==> src/rtl/fetch_stage.sv <==
// Instruction fetch: owns the PC, drives a 1-cycle-latency instruction RAM, pairs each word with its PC.
// Redirect/exception target appears on if_instr one cycle after acceptance; stall re-presents pc_q.
module fetch_stage #(
  parameter logic [31:0] PC_RESET     = 32'h0000_3000,
  parameter logic [31:0] HANDLER_PC   = 32'h0000_4180,
  parameter logic [31:0] IM_BASE      = 32'h0000_3000,
  parameter int          IM_ADDR_BITS = 13
) (
  input  logic        clk,
  input  logic        reset,
  output logic [31:0] im_addr,
  input  logic [31:0] im_rdata,
  input  logic        stall,
  input  logic        redirect,
  input  logic [31:0] redirect_pc,
  input  logic        exc_req,
  output logic [31:0] if_pc,
  output logic [31:0] if_instr,
  output logic        if_valid,
  output logic        if_adel
);

  localparam logic [31:0] IM_LAST = IM_BASE + (32'd4 << IM_ADDR_BITS) - 32'd4;

  typedef enum logic [1:0] {BOOT, RUN, FAULT} state_t;

  state_t      state_q;
  logic [31:0] pc_q;
  logic [31:0] next_pc;
  logic        fault;
  logic        take;

  assign fault = (pc_q[1:0] != 2'b00) || (pc_q < IM_BASE) || (pc_q > IM_LAST);
  assign take  = exc_req || redirect;

  // A faulting PC is held even in RUN so the stage never walks past a bad address.
  always_comb begin
    next_pc = pc_q;
    if (state_q != BOOT) begin
      if (exc_req)
        next_pc = HANDLER_PC;
      else if (redirect)
        next_pc = redirect_pc;
      else if (stall || fault || state_q == FAULT)
        next_pc = pc_q;
      else
        next_pc = pc_q + 32'd4;
    end
  end

  always_comb begin
    im_addr  = next_pc;
    if_pc    = pc_q;
    if_valid = 1'b0;
    if_adel  = 1'b0;
    if_instr = 32'd0;
    if (reset) begin
      im_addr = PC_RESET;
      if_pc   = PC_RESET;
    end else begin
      case (state_q)
        RUN: begin
          if_valid = 1'b1;
          if_adel  = fault;
          if_instr = fault ? 32'd0 : im_rdata;
        end
        FAULT: begin
          if_valid = 1'b1;
          if_adel  = 1'b1;
        end
        default: ;
      endcase
    end
  end

  always_ff @(posedge clk) begin
    if (reset) begin
      pc_q    <= PC_RESET;
      state_q <= BOOT;
    end else begin
      pc_q <= next_pc;
      case (state_q)
        BOOT:    state_q <= RUN;
        RUN:     state_q <= (fault && !take) ? FAULT : RUN;
        FAULT:   state_q <= take ? RUN : FAULT;
        default: state_q <= BOOT;
      endcase
    end
  end

endmodule
==> config.mk <==
export PLATFORM = sky130hd
export DESIGN_NAME = fetch_stage
export DESIGN_NICKNAME = d
export VERILOG_FILES = /design/src/rtl/fetch_stage.sv
export SDC_FILE = /design/constraint.sdc
export NUM_CORES = 1
export LEC_CHECK = 0
export ABC_AREA = 1
export BUFFER_PORTS_ARGS = -buffer_cell sky130_fd_sc_hd__buf_2
export CAP_MARGIN = 20
export CORE_MARGIN = 1
export CORE_UTILIZATION = 30
export CTS_CLUSTER_SIZE = 20
export DETAILED_ROUTE_END_ITERATION = 7
export GPL_TIMING_DRIVEN = 0
export HOLD_SLACK_MARGIN = 0.08
export PLACE_DENSITY = 0.67
export REMOVE_ABC_BUFFERS = 1
export SLEW_MARGIN = 20
export SYNTH_ARGS = -nofsm -noshare
export SYNTH_HDL_FRONTEND = slang
export SYNTH_SLANG_ARGS = --single-unit
==> constraint.sdc <==
create_clock -name clk -period 2.4 [get_ports clk]
set_input_delay 0.24 -clock clk [delete_from_list [all_inputs] [get_ports clk]]
set_output_delay 0.24 -clock clk [all_outputs]
set_load 0.02 [all_outputs]
# After elaboration in Yosys (flattened, before gate mapping)
# Cells that the tools add are included.
dict set report totals {
  ff_bits 34
  output_inout_bits 98
}
dict set report op_classes {
  n_addsub 1
  magnitude_cmp 2
  eq_ne 2
  mux 16
  n_reduce_logical 11
}
# op n
set op_table {}
lappend op_table {{$mux 32} 9}
lappend op_table {{$add 32x3->32 const B} 1}
lappend op_table {{$gt 32x16->1 const B} 1}
lappend op_table {{$lt 32x14->1 const B} 1}
lappend op_table {{$pmux 2 s3} 1}
lappend op_table {{$logic_or 1x1->1} 5}
lappend op_table {{$mux 2} 2}
lappend op_table {{$reduce_bool 2->1} 2}
lappend op_table {{$mux 1} 3}
lappend op_table {{$eq 2x1->1 const B} 1}
lappend op_table {{$eq 2x2->1 const B} 1}
lappend op_table {{$logic_not 2->1} 1}
lappend op_table {{$pmux 1 s2} 1}
lappend op_table {{$reduce_or 2->1} 1}
lappend op_table {{$logic_and 1x1->1} 1}
lappend op_table {{$logic_not 1->1} 1}

# Longest topological paths before layout
dict set report logic_depth {
  depth_word 10
  ltp_mapped 16
  ltp_nobuf 16
}

# Worst setup path before layout
# Ideal clock, no wire load.
dict set report synth_timing {
  path_type {register -> output}
  start {register state_q[0]}
  end {output port im_addr[6]}
  arrival_ns 1.765
  slack_ns 0.395
  stages_incl_launch_ff 12
  cell_sequence {dfxtp_1 -> inv_1 -> ha_1 -> nor2_1 -> inv_1 -> nor2_8 -> nand2_2 -> nor2_1 -> nand2_1 -> nand3_1 -> nand2_1 -> a21oi_1}
}
dict set report synth_between {
  elab_chain_len 7
  word_cells_on_any_way 8
  classes_between {1 x eq/ne; 5 x mux; 2 x reduce/logical}
}
# item line_no
set synth_rtl {}
lappend synth_rtl {{start: declaration} 27} ;# state_t state_q;
lappend synth_rtl {{start signal: assignment} 84} ;# RUN: state_q <= (fault && !take) ? FAULT : RUN;
lappend synth_rtl {{start signal: assignment} 85} ;# FAULT: state_q <= take ? RUN : FAULT;
lappend synth_rtl {{$eq 2x2->1} 44} ;# else if (stall || fault || state_q == FAULT)
lappend synth_rtl {{$logic_or 1x1->1} 44}
lappend synth_rtl {{$mux 32} 44}
lappend synth_rtl {{$mux 32} 42} ;# else if (redirect)
lappend synth_rtl {{$mux 32} 40} ;# if (exc_req)
lappend synth_rtl {{$mux 32 *} 39} ;# if (state_q != BOOT) begin
lappend synth_rtl {{$mux 32 *} 57} ;# if (reset) begin
lappend synth_rtl {{end: declaration} 11} ;# output logic [31:0] im_addr,
# Mark *: on every way between the ends. The rest lies on a longest branch, timed or not.

# Worst setup path after layout
dict set report layout_timing {
  start {register pc_q[18]}
  end {output port im_addr[10]}
}
dict set report layout_between {
  elab_chain_len 10
  word_cells_on_any_way 11
  classes_between {2 x order compare; 5 x mux; 4 x reduce/logical}
}
# item line_no
set layout_rtl {}
lappend layout_rtl {{start: declaration} 28} ;# logic [31:0] pc_q;
lappend layout_rtl {{start signal: assignment} 81} ;# pc_q <= next_pc;
lappend layout_rtl {{$lt 32x14->1} 33} ;# assign fault = (pc_q[1:0] != 2'b00) || (pc_q < IM_BASE) || (pc_q > IM_LAST);
lappend layout_rtl {{$logic_or 1x1->1} 33}
lappend layout_rtl {{$logic_or 1x1->1 *} 33}
lappend layout_rtl {{$logic_or 1x1->1 * (2 in a row)} 44}
lappend layout_rtl {{$mux 32 *} 44}
lappend layout_rtl {{$mux 32 *} 42}
lappend layout_rtl {{$mux 32 *} 40}
lappend layout_rtl {{$mux 32 *} 39}
lappend layout_rtl {{$mux 32 *} 57}
# Marks and branches as above.

==> impl_metrics.py <==
metrics = {
    "place": {
        "dp_worst_setup_slack_ns": -0.896,
        "placed_area_um2": 3540,
        "place_hpwl_um": 6640,
        "port-buffer-count": 166,
        "dp.cells": 682,
        "globalplace.congestion": 0.862,
    },
    "sta": {
        "finalCritPeriodShare_pct": 97.7,
        "worstMarginPinSlew_ns": 0.842,
        "rsz0062_at_grt": "yes",
        "finalMaxSlewViolations": 0,
        "worst_slack_ns": 0.0556,
        "finalSetupViolations": 0,
        "period_minus_slack_ns": 2.34,
        "max_freq_ghz": 0.427,
        "finalHoldViolations": 0,
        "slew-limit-headroom_pct": 43.8,
        "fin_worst_skew_ns": 0.00482,
    },
    "synth": {
        "synth_seq_cells": 34,
        "synth-compound-area-share_pct": 19.1,
        "synth_top_cell_area_share_pct": 25.4,
        "muxShareOfSynthArea_pct": 0,
        "synthTopCellsByArea": "dfxtp_1 25%, nand2_1 12%, nor3b_1 9.0%, nor2_1 8.3%, inv_1 7.0%",
        "synthXorXnorAreaFrac_pct": 0.655,
        "synth_top_area_cell": "dfxtp_1",
        "synthCells": 435,
        "netlist_area_um2": 2680,
        "synth_top_family_by_area": "simple AND/OR/NAND/NOR gates",
        "synth_cell_types": 34,
        "synth_fa_ha_area_share_pct": 2.34,
        "ys_seq_area_share_pct": 25.4,
        "syn_area_per_cell_um2": 6.15,
        "synth-simple-area-share_pct": 41.2,
        "synth_warnings": 0,
    },
    "final_layout": {
        "antennaDiodeCount": 0,
        "finalNetCount": 683,
        "stdcell_count": 717,
        "nFillCells": 871,
        "layout-drive-gt1-share_pct": 46.3,
        "fin_area_um2": 4150,
        "synthToLayoutAreaGrowth_pct": 55.1,
    },
    "power_and_ir_drop": {
        "internal_power_uw": 1190,
        "ir_drop_uv": 316,
        "p_sw_uw": 899,
        "p_per_area_nw_per_um2": 504,
        "p_seq_share_pct": 34.4,
        "power_leakage_uw": 0.00205,
        "clkPwrFrac_pct": 19.9,
        "sw_frac_of_total_pct": 43.0,
        "pwr-share-comb_pct": 45.8,
    },
    "global_route": {
        "antenna_found_initial": 0,
        "grt_overflow": 0,
        "grt.total_usage_pct": 19.6,
        "first_global_vias": 3055,
        "grt_pass1_wl_um": 14200,
        "grt_max_degree": 55,
    },
    "die": {
        "die-area_um2": 9300,
        "fp.coreArea_um2": 8680,
        "initial_utilization_pct": 30.8,
        "ioPinCount": 167,
        "die_h_um": 96.4,
        "fp.dieW_um": 96.4,
        "rows": 34,
    },
    "critical_path": {
        "critPathMaxFanout": 8,
        "startpoint_type": "flip-flop",
        "critPathRequiredTime_ns": 2.16,
        "criticalPathCategory": "reg -> out",
        "cp_data_arrival_time_ns": 2.10,
        "endpoint_kind": "output pin",
    },
    "clock_network": {
        "clk_latency_ns": 0.29,
        "clockBufferDepth": 2,
        "numClockSinks": 34,
        "cts_inserted_buffers": 5,
        "cts-root-buf": "clkbuf_8",
        "cts_hold_buf": 0,
        "clk_pin_slew_worst_paths_ns": 0.07,
        "ctsHtreeMaxLevel": 2,
        "cts_tree": "done",
    },
    "route": {
        "wl_per_cell_um": 14.0,
        "post-route-drc-count": 0,
        "totalWireLength_um": 10000,
        "firstDrtPassIters": 5,
        "viasPerCell": 5.04,
        "drt_iter0_markers": 206,
        "ant_nets": 0,
        "via_count": 3617,
    },
    "run": {
        "cap_violations": 0,
    },
    "min_path": {
        "min_path_type": "in -> reg",
    },
    "run_status": {
        "outcome": "complete, no violations",
    },
}
[synthesized netlist by cell type]
master and number:
a31o_2 1, clkinv_1 2, buf_2 1, nor2_8 1, nor2_2 3, nand4_4 1, o211ai_1 19, o21ai_1 2
o2111ai_1 1, nor4_1 4, o22ai_1 2, nor3_1 3, nand4_1 5, nor3b_1 32, nand3_1 23, nand2_1 85
nor2_4 2, inv_2 1, a21oi_1 28, o21ai_0 33, nor3_2 1, nand3_2 1, a21oi_2 1, a31oi_1 1
buf_1 1, nand2_2 4, a311oi_1 1, xor2_1 2, and2_1 1, inv_1 50, dfxtp_1 34, nor2_1 59
ha_1 5, clkbuf_1 25
[worst max-delay path, stage by stage (launching register included)]
cell and delay, ns:
dfxtp_2 0.34, nor2_4 0.13, nand2_2 0.08, nor2_4 0.16, nand4_4 0.16, nor2_8 0.19, nand2_4 0.08, nor2_1 0.11
nand2_1 0.07, nand3_1 0.08, nand2_1 0.09, a21oi_2 0.18, buf_6 0.14
[area by class of cell]
class / count / area (µm²) / share of cell area (%)
Sequential cell: 34 / 718 / 17.3
Timing Repair inverter: 1 / 7.51 / 0.181
Multi-Input combinational cell: 322 / 1930 / 46.5
Clock inverter: 2 / 10.0 / 0.241
Tap cell: 108 / 135 / 3.26
Timing Repair Buffer: 192 / 1070 / 25.7
Clock buffer: 5 / 68.8 / 1.66
Inverter: 53 / 211 / 5.09
[final timing paths]
kind | cells after the start | end | start | slack (ns)
max | 12 | im_addr[10] | pc_q[18] | 0.06
min | 3 | pc_q[2] | redirect_pc[2] | 0.24
max reg2reg | 11 | pc_q[10] | pc_q[18] | 0.65
min reg2reg | 2 | pc_q[17] | pc_q[17] | 0.58
[per-layer routing]
metal / share of wire (%) / up-vias / global-route usage [%]
met2: 48 / 162 / 34.0
met3: 7.5 / 15 / 3.36
met1: 43 / 1648 / 25.4
met5: 0 / - / 0
met4: 1.2 / 0 / 4.53
li1: - / 1792 / -
[flip-flops by register name, summed over array words and instances, names as in the netlist]
signal and flops:
state_q 2, pc_q 32
[metrics by stage]
step / power [µW] / util, % / setup TNS [ns] / hold slack, ns
final: 2090 / 47.8 / 0 / 0.236
after floorplan: 1180 / - / 0 / 0.318
after CTS: 1960 / 44.0 / -0.00976 / 0.231
after global routing: 2230 / 47.8 / -0.430 / 0.248
after global placement: 1440 / 40.8 / -35.11 / 0.541
after detailed placement: 1450 / 40.8 / -24.51 / 0.531
[cells by family (layout without fill, tap and decap cells)]
logic type,Yosys count,count (layout)
AO/OA/AOI/OAI,89,89
XOR/XNOR,2,2
adder cells (fa/ha/maj),5,5
buffers and inverters,80,253
flip-flops,34,34
AND/OR/NAND/NOR,225,226
[power by group through the flow]
stage	Clock, µW	Sequential (µW)	Combinational (µW)
4_1_cts	430	700	830
5_1_grt	449	729	1050
3_3_place_gp	0	704	733
6_report	416	719	957
3_5_place_dp	0	706	745
2_1_floorplan	0	689	495
[timing repair]
item,in CTS,in global routing
gates cloned,2,0
setup buffers,12,14
pin swaps,8,21
gates resized for setup,28,78
setup endpoints to repair,63,35
[cell usage in the layout (no fill, tap or decap), types with 3 or more instances in the layout]
cell      count
nand3_1      19
nor2_1       46
o211ai_1     19
inv_2         7
o21ai_0      33
nand2_1      73
nand3_2       4
nand2_4       4
clkbuf_8      5
clkinv_2      3
nor3b_1      32
dfxtp_4       6
dfxtp_2      12
nor2_2        5
ha_1          3
buf_2       157
a21oi_1      24
nand4_1       5
buf_6         5
inv_1        43
nor2_4       13
a21oi_2       5
dfxtp_1      16
buf_4        30
nand2_2      12
nor3_1        3
(Power assumes the default switching activity.)
